===== config.mk =====
export PLATFORM = sky130hd
export DESIGN_NAME = axil_crossbar_rd_return
export DESIGN_NICKNAME = d
export VERILOG_FILES = /design/src/rtl/axil_crossbar_rd_return.sv
export SDC_FILE = /design/constraint.sdc
export NUM_CORES = 1
export LEC_CHECK = 0
export CAP_MARGIN = 20
export CORE_MARGIN = 10
export CORE_UTILIZATION = 34
export CTS_CLUSTER_SIZE = 28
export DETAILED_ROUTE_END_ITERATION = 6
export GPL_TIMING_DRIVEN = 0
export PLACE_DENSITY = 0.83
export SETUP_SLACK_MARGIN = 0.3
export SLEW_MARGIN = 20
export SYNTH_ARGS = -nofsm -noshare
export SYNTH_HDL_FRONTEND = slang
export SYNTH_SLANG_ARGS = --single-unit

===== constraint.sdc =====
create_clock -name clk -period 2.55 [get_ports clk]
set_input_delay 0.51 -clock clk [delete_from_list [all_inputs] [get_ports clk]]
set_output_delay 0.51 -clock clk [all_outputs]
set_load 0.01 [all_outputs]

===== src/rtl/axil_crossbar_rd_return.sv =====
// rtl/axil_crossbar_rd_return.sv - AXI4-lite crossbar read-response return stage
module axil_crossbar_rd_return #(
    parameter int M_COUNT         = 4,
    parameter int DATA_WIDTH      = 32,
    parameter int FIFO_ADDR_WIDTH = 2
) (
    input  logic                          clk,
    input  logic                          rst,
    input  logic [$clog2(M_COUNT)-1:0]    s_rc_select,
    input  logic                          s_rc_decerr,
    input  logic                          s_rc_valid,
    output logic                          s_rc_ready,
    input  logic [M_COUNT*DATA_WIDTH-1:0] m_axil_rdata,
    input  logic [M_COUNT*2-1:0]          m_axil_rresp,
    input  logic [M_COUNT-1:0]            m_axil_rvalid,
    output logic [M_COUNT-1:0]            m_axil_rready,
    output logic [DATA_WIDTH-1:0]         s_axil_rdata,
    output logic [1:0]                    s_axil_rresp,
    output logic                          s_axil_rvalid,
    input  logic                          s_axil_rready
);
    localparam int SEL_W = $clog2(M_COUNT);
    localparam int PTR_W = FIFO_ADDR_WIDTH + 1;
    localparam int DEPTH = 2 ** FIFO_ADDR_WIDTH;

    logic [SEL_W-1:0]      sel_mem_q [DEPTH];
    logic                  dec_mem_q [DEPTH];
    logic [PTR_W-1:0]      wr_ptr_q, wr_ptr_d;
    logic [PTR_W-1:0]      rd_ptr_q, rd_ptr_d;
    logic [PTR_W-1:0]      count_q, count_d;
    logic [DATA_WIDTH-1:0] rdata_q, rdata_d;
    logic [1:0]            rresp_q, rresp_d;
    logic                  rvalid_q, rvalid_d;
    logic                  full, empty, push, pop, slot_free;
    logic [SEL_W-1:0]      head_sel;
    logic                  head_dec;

    // Pointers carry one extra wrap bit so full and empty are distinguishable.
    assign full       = (wr_ptr_q ^ rd_ptr_q) == {1'b1, {FIFO_ADDR_WIDTH{1'b0}}};
    assign empty      = wr_ptr_q == rd_ptr_q;
    assign s_rc_ready = !full;
    assign push       = s_rc_valid && !full;
    assign slot_free  = !rvalid_q || s_axil_rready;
    assign head_sel   = sel_mem_q[rd_ptr_q[FIFO_ADDR_WIDTH-1:0]];
    assign head_dec   = dec_mem_q[rd_ptr_q[FIFO_ADDR_WIDTH-1:0]];

    assign s_axil_rdata  = rdata_q;
    assign s_axil_rresp  = rresp_q;
    assign s_axil_rvalid = rvalid_q;

    always_comb begin
        m_axil_rready = '0;
        pop           = 1'b0;
        rdata_d       = rdata_q;
        rresp_d       = rresp_q;
        rvalid_d      = rvalid_q && !s_axil_rready;
        if (!empty && slot_free) begin
            if (head_dec) begin
                pop      = 1'b1;
                rdata_d  = '0;
                rresp_d  = 2'b11;
                rvalid_d = 1'b1;
            end else begin
                // Ready is offered to the head's master only; other masters' valids are ignored.
                for (int i = 0; i < M_COUNT; i++) begin
                    if (head_sel == SEL_W'(i)) begin
                        m_axil_rready[i] = 1'b1;
                        if (m_axil_rvalid[i]) begin
                            pop      = 1'b1;
                            rdata_d  = m_axil_rdata[i*DATA_WIDTH +: DATA_WIDTH];
                            rresp_d  = m_axil_rresp[i*2 +: 2];
                            rvalid_d = 1'b1;
                        end
                    end
                end
            end
        end
        wr_ptr_d = wr_ptr_q + PTR_W'(push);
        rd_ptr_d = rd_ptr_q + PTR_W'(pop);
        count_d  = count_q + PTR_W'(push) - PTR_W'(pop);
    end

    always_ff @(posedge clk) begin
        if (push) begin
            sel_mem_q[wr_ptr_q[FIFO_ADDR_WIDTH-1:0]] <= s_rc_select;
            dec_mem_q[wr_ptr_q[FIFO_ADDR_WIDTH-1:0]] <= s_rc_decerr;
        end
    end

    always_ff @(posedge clk or posedge rst) begin
        if (rst) begin
            wr_ptr_q <= '0;
            rd_ptr_q <= '0;
            count_q  <= '0;
            rdata_q  <= '0;
            rresp_q  <= '0;
            rvalid_q <= 1'b0;
        end else begin
            wr_ptr_q <= wr_ptr_d;
            rd_ptr_q <= rd_ptr_d;
            count_q  <= count_d;
            rdata_q  <= rdata_d;
            rresp_q  <= rresp_d;
            rvalid_q <= rvalid_d;
        end
    end

    // Occupancy must always agree with the pointer distance.
    assert property (@(posedge clk) disable iff (rst) count_q == PTR_W'(wr_ptr_q - rd_ptr_q));

endmodule


==> flow_results.org, run 1 <==
** Global routing
- Pin count of the biggest net entering global routing :: 26
- The number of global-route vias before repair came to 5,047.
- The initial antenna violation count is 0.
- For this run the aggregate overflow at the end of global routing stands at 0.
- GRT Total Usage :: a little over a fifth
- The first global-routing pass estimated between 20,000 and 30,000 um of wire.

** Placement
- The congestion estimate from routability-driven global placement came to ~0.9.
- After legalization and detailed placement, the total HPWL measured roughly 14,000 um.
- Cell total after placement :: around 770
- Before CTS, the worst setup slack after placement is -527 ps.
- Number of buffer cells added on primary ports :: 185

** Floorplan
- Die outline width :: around 130 um
- Number of top-level design ports :: roughly 190
- The total area inside the core boundary comes to roughly 11,000 um^2.
- Measured along the y axis, the die boundary spans 126 um.
- Starting density of the core :: a little over a third
- In this run the core area contains 38 standard-cell rows.
- The floorplan step defined a die boundary enclosing between 15,000 and 20,000 um^2.

** Route
- DR DRC count :: 0
- Final WL :: between 15,000 and 20,000 um
- First drt pass iteration count :: 7
- For this block, the via count after detailed routing is around 5,000.
- Routed vias/inst :: approximately 6.3
- Once detail routing completed, the nets flagged for antenna violations numbered 0.
- Dividing the detail-routed wire length by the instance count gives approximately 24 um.
- DRC violation total after the first TritonRoute iteration :: ~840

** Finish
- The library cells used most frequently in the layout, excluding fill and tap cells, are sky130_fd_sc_hd__clkdlybuf4s50_1 (180), sky130_fd_sc_hd__nand2_1 (67), sky130_fd_sc_hd__inv_1 (42).
- FILL cells :: slightly above 900
- Share of post-route cells with drive strength above 1 :: approximately 15%
- Leading cell type in the layout, fill and taps excluded :: sky130_fd_sc_hd__clkdlybuf4s50_1
- At the end of the flow the core is filled with cells to ~60%.
- At the end of the flow, the number of nets in the layout was 805.
- Post-route insts no fill :: roughly 800
- Area overhead of the layout relative to synthesis :: 70.6%
- The repair_antennas step left the layout with diodes totalling 0.

** Synth
- After synthesis, the largest family of logic cells by area is compound AO/OA/AOI/OAI gates.
- The synthesized design contains between 50 and 60 register bits.
- Multiplexer cells account for 2.57% of the synthesized area.
- The synthesized netlist devotes 37.1% of its cell area to compound gates.
- Counting flops with an async set or reset pin after synthesis yields a share of just under 80%.
- Mean instance size in the synthesized netlist :: ~8.7 um^2
- Post-synthesis instance area :: around 3800 um^2
- Sorting the synthesized cells by area gives the leading types as sky130_fd_sc_hd__dfrtp_1 (27%), sky130_fd_sc_hd__edfxtp_1 (9.4%), sky130_fd_sc_hd__a222oi_1 (8.6%).
- Post-synthesis share of cell area spent on full adders, half adders and majority gates :: about 1.3%
- Among all flip-flop cells after synthesis, the most frequent one is sky130_fd_sc_hd__dfrtp_1.
- The synthesized design spends more area on one cell type than any other, namely sky130_fd_sc_hd__dfrtp_1.
- Synthesis produced 440 cells.
- Number of nets produced by synthesis :: about 590
- For this run, the register share of the synthesized area comes to a little over a third.
- Post-synthesis share of cell area spent on and, or, nand and nor gates :: about 11%
- Count of flip-flops with a built-in enable after synthesis :: 12
- Yosys synthesis warning count :: 0
- Count of distinct cell types in the synthesized netlist :: 45
- After synthesis, the largest area contributor takes up 26.7% of total cell area.
- Synthesized-area fraction occupied by xor and xnor cells :: around 1.1%

** Setup path
- Kind of end point of the critical path :: output pin
- The worst register-to-register path begins at rd_ptr_q[0].
- By startpoint and endpoint, the worst setup path is classified as flop to output pin.
- The kind of cell with the highest combined delay along the critical path is buffers and inverters.
- For this design, the slowest cell found on the critical path is sky130_fd_sc_hd__mux4_2.
- Critical path launch point type :: flop
- Data arrival, critical path :: about 2200 ps
- In this run the worst path has a maximum fanout of 4.
- The critical path goes through buf_6 > mux4_2 > a311o_1 > clkbuf_8 > clkbuf_16 > nor3_4 > buf_6.
- Required @ worst endpoint :: 2040 ps
- Most frequent cell on the critical path :: sky130_fd_sc_hd__buf_6
- Delay of the slowest cell on the worst path :: ~510 ps
- The most critical setup path has its startpoint at rd_ptr_q[0].
- Counting both buffers and inverters, the worst setup path holds a total of 4.

** Outcome
- The run finished, with violations left.
- The checks that failed: setup timing.

** STA
- For the pin with the worst max-slew slack, the measured transition is 598 ps.
- Setup repair after global routing could not meet its margin everywhere.
- Final critical-path required period :: approximately 2700 ps
- Tightest slew margin relative to the limit :: about three fifths
- Final count of hold timing violations :: 0
- Clock skew on the completed layout was measured at roughly 7.4 ps.
- Max-slew violation total from the final report :: 0
- After layout, the worst setup slack is -176 ps.
- Setup violations remaining at the end of the flow were counted as 37.
- Hold timing on the final database bottoms out at a slack of about 510 ps.
- Crit share post-route :: 107%
- Derived from the worst setup path, the maximum achievable clock frequency is around 370 MHz.

** Job
- Across the run, the number of max-cap violations was 0.

** Hold path
- Path type of the worst min-delay path :: flop to flop
- In this run the most critical hold path is launched from rd_ptr_q[2].

** CTS
- Clock tree from TritonCTS :: yes
- The longest clock path from root to sink contains 2 buffers.
- Clock latency on the worst-skew pair :: 300 ps
- In this run, CTS created clock tree buffers numbering 5.
- Maximum level of the CTS H-tree :: 2
- In this run the clock root is driven by a sky130_fd_sc_hd__clkbuf_16.
- Worst-path clk slew :: approximately 80 ps
- The clock drives between 50 and 60 sinks.

** Pwr
- Dividing total power by cell area gives a power density of about 1100 nW/um^2.
- The analysis attributes to cell leakage a power of 2.54 nW.
- IR analysis of the VDD net gives a maximum drop of slightly below 700 uV.
==> per-stage QoR <==
step / cell area [um^2] / total power, W / setup TNS [ps]
floorplan: 3940 / 0.00413 / 0
global placement: 5970 / 0.00557 / -6880
detailed placement: 5990 / 0.00571 / -4260
CTS: 6350 / 0.00674 / -1770
global route: 6550 / 0.00765 / -5230
finish: 6550 / 0.00724 / -2180
==> cell type report <==
| cell class | count | area [um^2] | share of cell area, % |
|---|---|---|---|
| clock buffers | 5 | 125 | 1.91 |
| multi-input cells | 291 | 2190 | 33.5 |
| clock inverters | 3 | 21.3 | 0.325 |
| plain buffers | 53 | 403 | 6.15 |
| inverters | 43 | 161 | 2.46 |
| repair buffers | 207 | 2080 | 31.8 |
| well taps | 140 | 175 | 2.67 |
| flip-flops and latches | 53 | 1390 | 21.2 |
==> worst paths after layout <==
kind	cells past startpoint	slack, ps	end
max in group asynchronous	3	1530	wr_ptr_q[1]
max	7	-180	m_axil_rready[1]
min in group asynchronous	2	530	s_axil_rdata[28]
min	1	510	rd_ptr_q[2]
min reg2reg	1	510	rd_ptr_q[2]
max reg2reg	9	-140	s_axil_rdata[7]
==> repair_timing <==
action / in CTS / in global routing
pin swaps: 19 / 15
setup buffers: 12 / 8
cloned: 1 / 0
gates resized for setup: 49 / 43
hold buffers: 0 / 0
setup endpoints to repair: 42 / 46
==> report_power, final <==
part           internal [W]  switching (W)
sequential          0.00115       0.000252
clock              0.000368       0.000340
combinational       0.00240        0.00273
==> routing by layer <==
metal  up-vias  global-route usage, %  share of wire (%)
met2       396                   35.7                 49
met4         0                   9.91                4.4
li1       2164                      -                  -
met3        59                   5.24                9.0
met5         -                      0                  0
met1      2411                   26.0                 38
==> kinds of logic (layout without fill, tap and decap cells) <==
family,Yosys count,after routing
AOI/OAI and AO/OA,180,180
xor gates and xnor gates,5,5
adders and majority gates,4,4
buffers and inverters,96,311
DFF,53,53
muxes,6,6
and+or+nand+nor,96,96
==> sequential cells by signal, summed over array words and instances, names as in the netlist <==
signal,flops
s_axil_rdata,32
sel_mem_q,8
dec_mem_q,4
rd_ptr_q,3
wr_ptr_q,3
s_axil_rresp,2
s_axil_rvalid,1
==> synth_stat cells, drive strengths merged (2+ instances only) <==
master,count
o22ai,32
a221oi,31
or2,2
inv,43
nand3,3
a21oi,3
dfrtp,41
nor3b,5
ha,4
xor2,2
edfxtp,12
mux2i,2
o2111ai,2
nor3,2
a21o,3
mux4,3
buf,18
and2,2
o21ai,38
xnor2,3
clkbuf,35
a222oi,33
nand2,68
nor2,9
nor2b,2
a221o,31
(Power assumes the default switching activity.)
==> run 2, diff against run 1 <==
Settings changed: CTS_CLUSTER_DIAMETER from default to 100.
==> results of run 2 <==
No change in the layout: final DEF, timing and power equal those of run 1.
==> run 3, diff against run 2 <==
Settings changed: CORE_UTILIZATION 34 to 27, CTS_CLUSTER_DIAMETER 100 to 60, PLACE_DENSITY 0.83 to 0.7.
==> run 3 against run 2 <==
Against the previous run: the flow still finishes with violations (setup timing); largest power group unchanged; sequential power about the same; register-to-register slack barely moved; hold slack worse by 25 ps; clock skew increased by 9.2 ps; cell area increased by 3.0%; sequential cell count is the same; clock power rose by 1%; clock-buffer cell count up 3; combinational power up 6.8%; routed wire length is 2.8% higher.
==> flow_results.org, run 3 (synthesis gave the netlist of run 1 again) <==
** Route
- After detailed routing, the number of vias per cell comes to between 5 and 6.
- First drt pass iteration count :: 6
- Antenna Violating Nets Remaining :: 0
- After detailed routing, the average wire length per cell comes to about 23 um.
- DRC violation total after the first TritonRoute iteration :: approximately 550
- Final WL :: 19,300 um
- Vias post-DR :: just under 5,000
- After detailed routing, the number of remaining DRC violations is 0.

** Finish
- Diode insertion count for antenna repair :: 0
- For this run, the share of the core covered by cells in the final layout is around half.
- The register with the most flip-flops in the layout has 32 of them.
- The library cell used most frequently in the layout, excluding fill and tap cells, is sky130_fd_sc_hd__clkdlybuf4s50_1.
- Total number of nets in the final design :: about 820
- Commonest cells after routing, fill and taps aside :: sky130_fd_sc_hd__clkdlybuf4s50_1 (180), sky130_fd_sc_hd__nand2_1 (65), sky130_fd_sc_hd__inv_1 (42)
- Of the cells placed in the final design, the portion with a size suffix greater than 1 is between 10% and 20%.
- Post-route insts no fill :: around 850
- Area overhead of the layout relative to synthesis :: 75.7%

** Pwr
- Cell area power density :: 1120 nW/um^2
- The worst-case IR drop observed on VDD is 407 uV.
- Leakage dissipation :: between 2 and 3 nW

** STA
- Static timing analysis puts the maximum clock frequency at between 300 and 400 MHz.
- Final count of hold timing violations :: 0
- The final max-slew violation count is 0.
- Setup violations remaining at the end of the flow were counted as 32.
- The routed design could run at a clock period as short as approximately 2700 ps.
- Least-Margin Pin Slew :: around 630 ps
- The worst pin sits at a relative slew slack of roughly 58%.
- Across all setup checks in the final design, the least slack found is -185 ps.
- Setup repair after global routing could not meet its margin everywhere.
- Crit share post-route :: 107%
- Largest clock skew in the final design :: roughly 17 ps

** Global routing
- Summed over all layers, the global routing overflow is 0.
- The initial antenna violation count was 0.
- Via count of the first global-routing pass :: 5,181
- The first global-routing pass estimated just under 30,000 um of wire.
- Entering global routing, the biggest net connects 25 pins.
- GRT Total Usage :: a little under a fifth

** Hold path
- For hold timing, the worst endpoint is wr_ptr_q[2].
- Counting instances, the worst hold path has a depth of 1.
- Beginning of the worst hold path :: wr_ptr_q[2]
- Path type of the worst min-delay path :: flop to flop

** CTS
- CTS built an H-tree with a depth of 2.
- The root buffer cell chosen for the clock tree is sky130_fd_sc_hd__clkbuf_16.
- The number of clock buffers added by TritonCTS is 5.
- Maximum number of buffers from clock root to sink :: 2
- The clock net in this run drives a total of 53 sinks.
- TritonCTS built the clock tree.
- Clock latency on the worst-skew pair :: just over 300 ps
- After clock tree synthesis, the clock-pin slew on the worst setup and hold paths is about 60 ps.

** Floorplan
- The die covers 19,400 um^2.
- Area inside the core boundary :: about 14,000 um^2
- From left edge to right edge, the die measures roughly 140 um.
- The initial utilization of the core area, before any placement, comes to between 20% and 30%.
- Number of top-level design ports :: about 190
- Cell row count :: 43
- Measured along the y axis, the die boundary spans approximately 140 um.

** Job
- Maximum capacitance violations :: 0

** Placement
- Once placement completed, the tool counted placed cells totaling 806.
- Once detailed placement completed, the half-perimeter wirelength came to 14,100 um.
- At the end of routability-driven placement, the weighted congestion stood at 0.860.
- Number of buffer cells added on primary ports :: between 150 and 200

** Setup path
- In this run the critical register-to-register path is captured at s_axil_rdata[24].
- Critical path launch point type :: flop
- The worst register-to-register path begins at rd_ptr_q[0].
- In this run the worst path has a maximum fanout of 5.
- Critical Setup Path Class :: flop to output pin
- Setup slack on the worst reg-to-reg path comes out at -150 ps.
- Data arrival, critical path :: between 2000 and 2500 ps
- Required @ worst endpoint :: between 2000 and 2500 ps
- The worst register-to-register path has a depth of 11.
- Kind of end point of the critical path :: output pin

** Outcome
- Outcome :: complete, but fails checks
- The checks that failed: setup timing.
run 3: area by class of cell:
type | count | area [um^2]
plain buffers | 53 | 425
clock buffers | 8 | 146
fillers | 1301 | 7140
inverters | 43 | 161
multi-input cells | 291 | 2210
flip-flops and latches | 53 | 1390
well taps | 180 | 225
repair buffers | 219 | 2190
run 3: routing by layer:
layer	vias up	track usage, %	wire, um
met1	2382	22.8	7350
met2	346	30.6	9300
li1	2181	-	-
met4	0	8.84	854
met5	-	0	0
met3	54	3.95	1810
run 3: power breakdown:
group / leakage, nW / internal, W / switching [W] / total, W
clock: 0.0712 / 0.000393 / 0.000322 / 0.000715
combinational: 1.93 / 0.00270 / 0.00278 / 0.00548
sequential: 0.637 / 0.00115 / 0.000242 / 0.00139
run 3: worst max-delay path: stages, from the launching register on:
cell                        delay [ps]
sky130_fd_sc_hd__dfrtp_1           370
sky130_fd_sc_hd__buf_6             140
sky130_fd_sc_hd__mux4_2            520
sky130_fd_sc_hd__a311o_1           340
sky130_fd_sc_hd__clkbuf_8          160
sky130_fd_sc_hd__clkbuf_16         150
sky130_fd_sc_hd__nor3_2             90
sky130_fd_sc_hd__buf_2             160
run 3: what timing repair did:
| action | 4_1_cts | 5_1_grt |
|---|---|---|
| gates cloned | 2 | 0 |
| endpoints found under the hold margin | 0 | 0 |
| pin swaps | 36 | 30 |
| buffers inserted | 23 | 8 |
| resized for setup | 79 | 18 |
| endpoints found under the setup margin | 42 | 41 |
| hold buffers | 0 | 0 |
run 3: per-stage QoR:
stage / total power (W) / worst slack (ps) / setup TNS, ps / hold WS, ps / area [um^2]
6_report: 0.00758 / -185 / -2310 / 489 / 6740
5_1_grt: 0.00802 / -321 / -6420 / 512 / 6740
4_1_cts: 0.00729 / -210 / -1750 / 498 / 6620
3_5_place_dp: 0.00573 / -571 / -7230 / 485 / 6040
3_3_place_gp: 0.00561 / -646 / -10560 / 479 / 6020
2_1_floorplan: 0.00413 / 152 / 0 / 462 / 3940
run 3: worst max path at each step:
stage,depth (start not counted),slack (ps),startpoint,end
global route,11,-320,rd_ptr_q[0],s_axil_rdata[22]
detailed placement,7,-570,s_axil_rready,m_axil_rready[0]
floorplan,10,150,rd_ptr_q[0],rd_ptr_q[2]
finish,7,-180,rd_ptr_q[0],m_axil_rready[0]
global placement,7,-650,s_axil_rready,rd_ptr_q[2]
CTS,7,-210,rd_ptr_q[0],m_axil_rready[1]
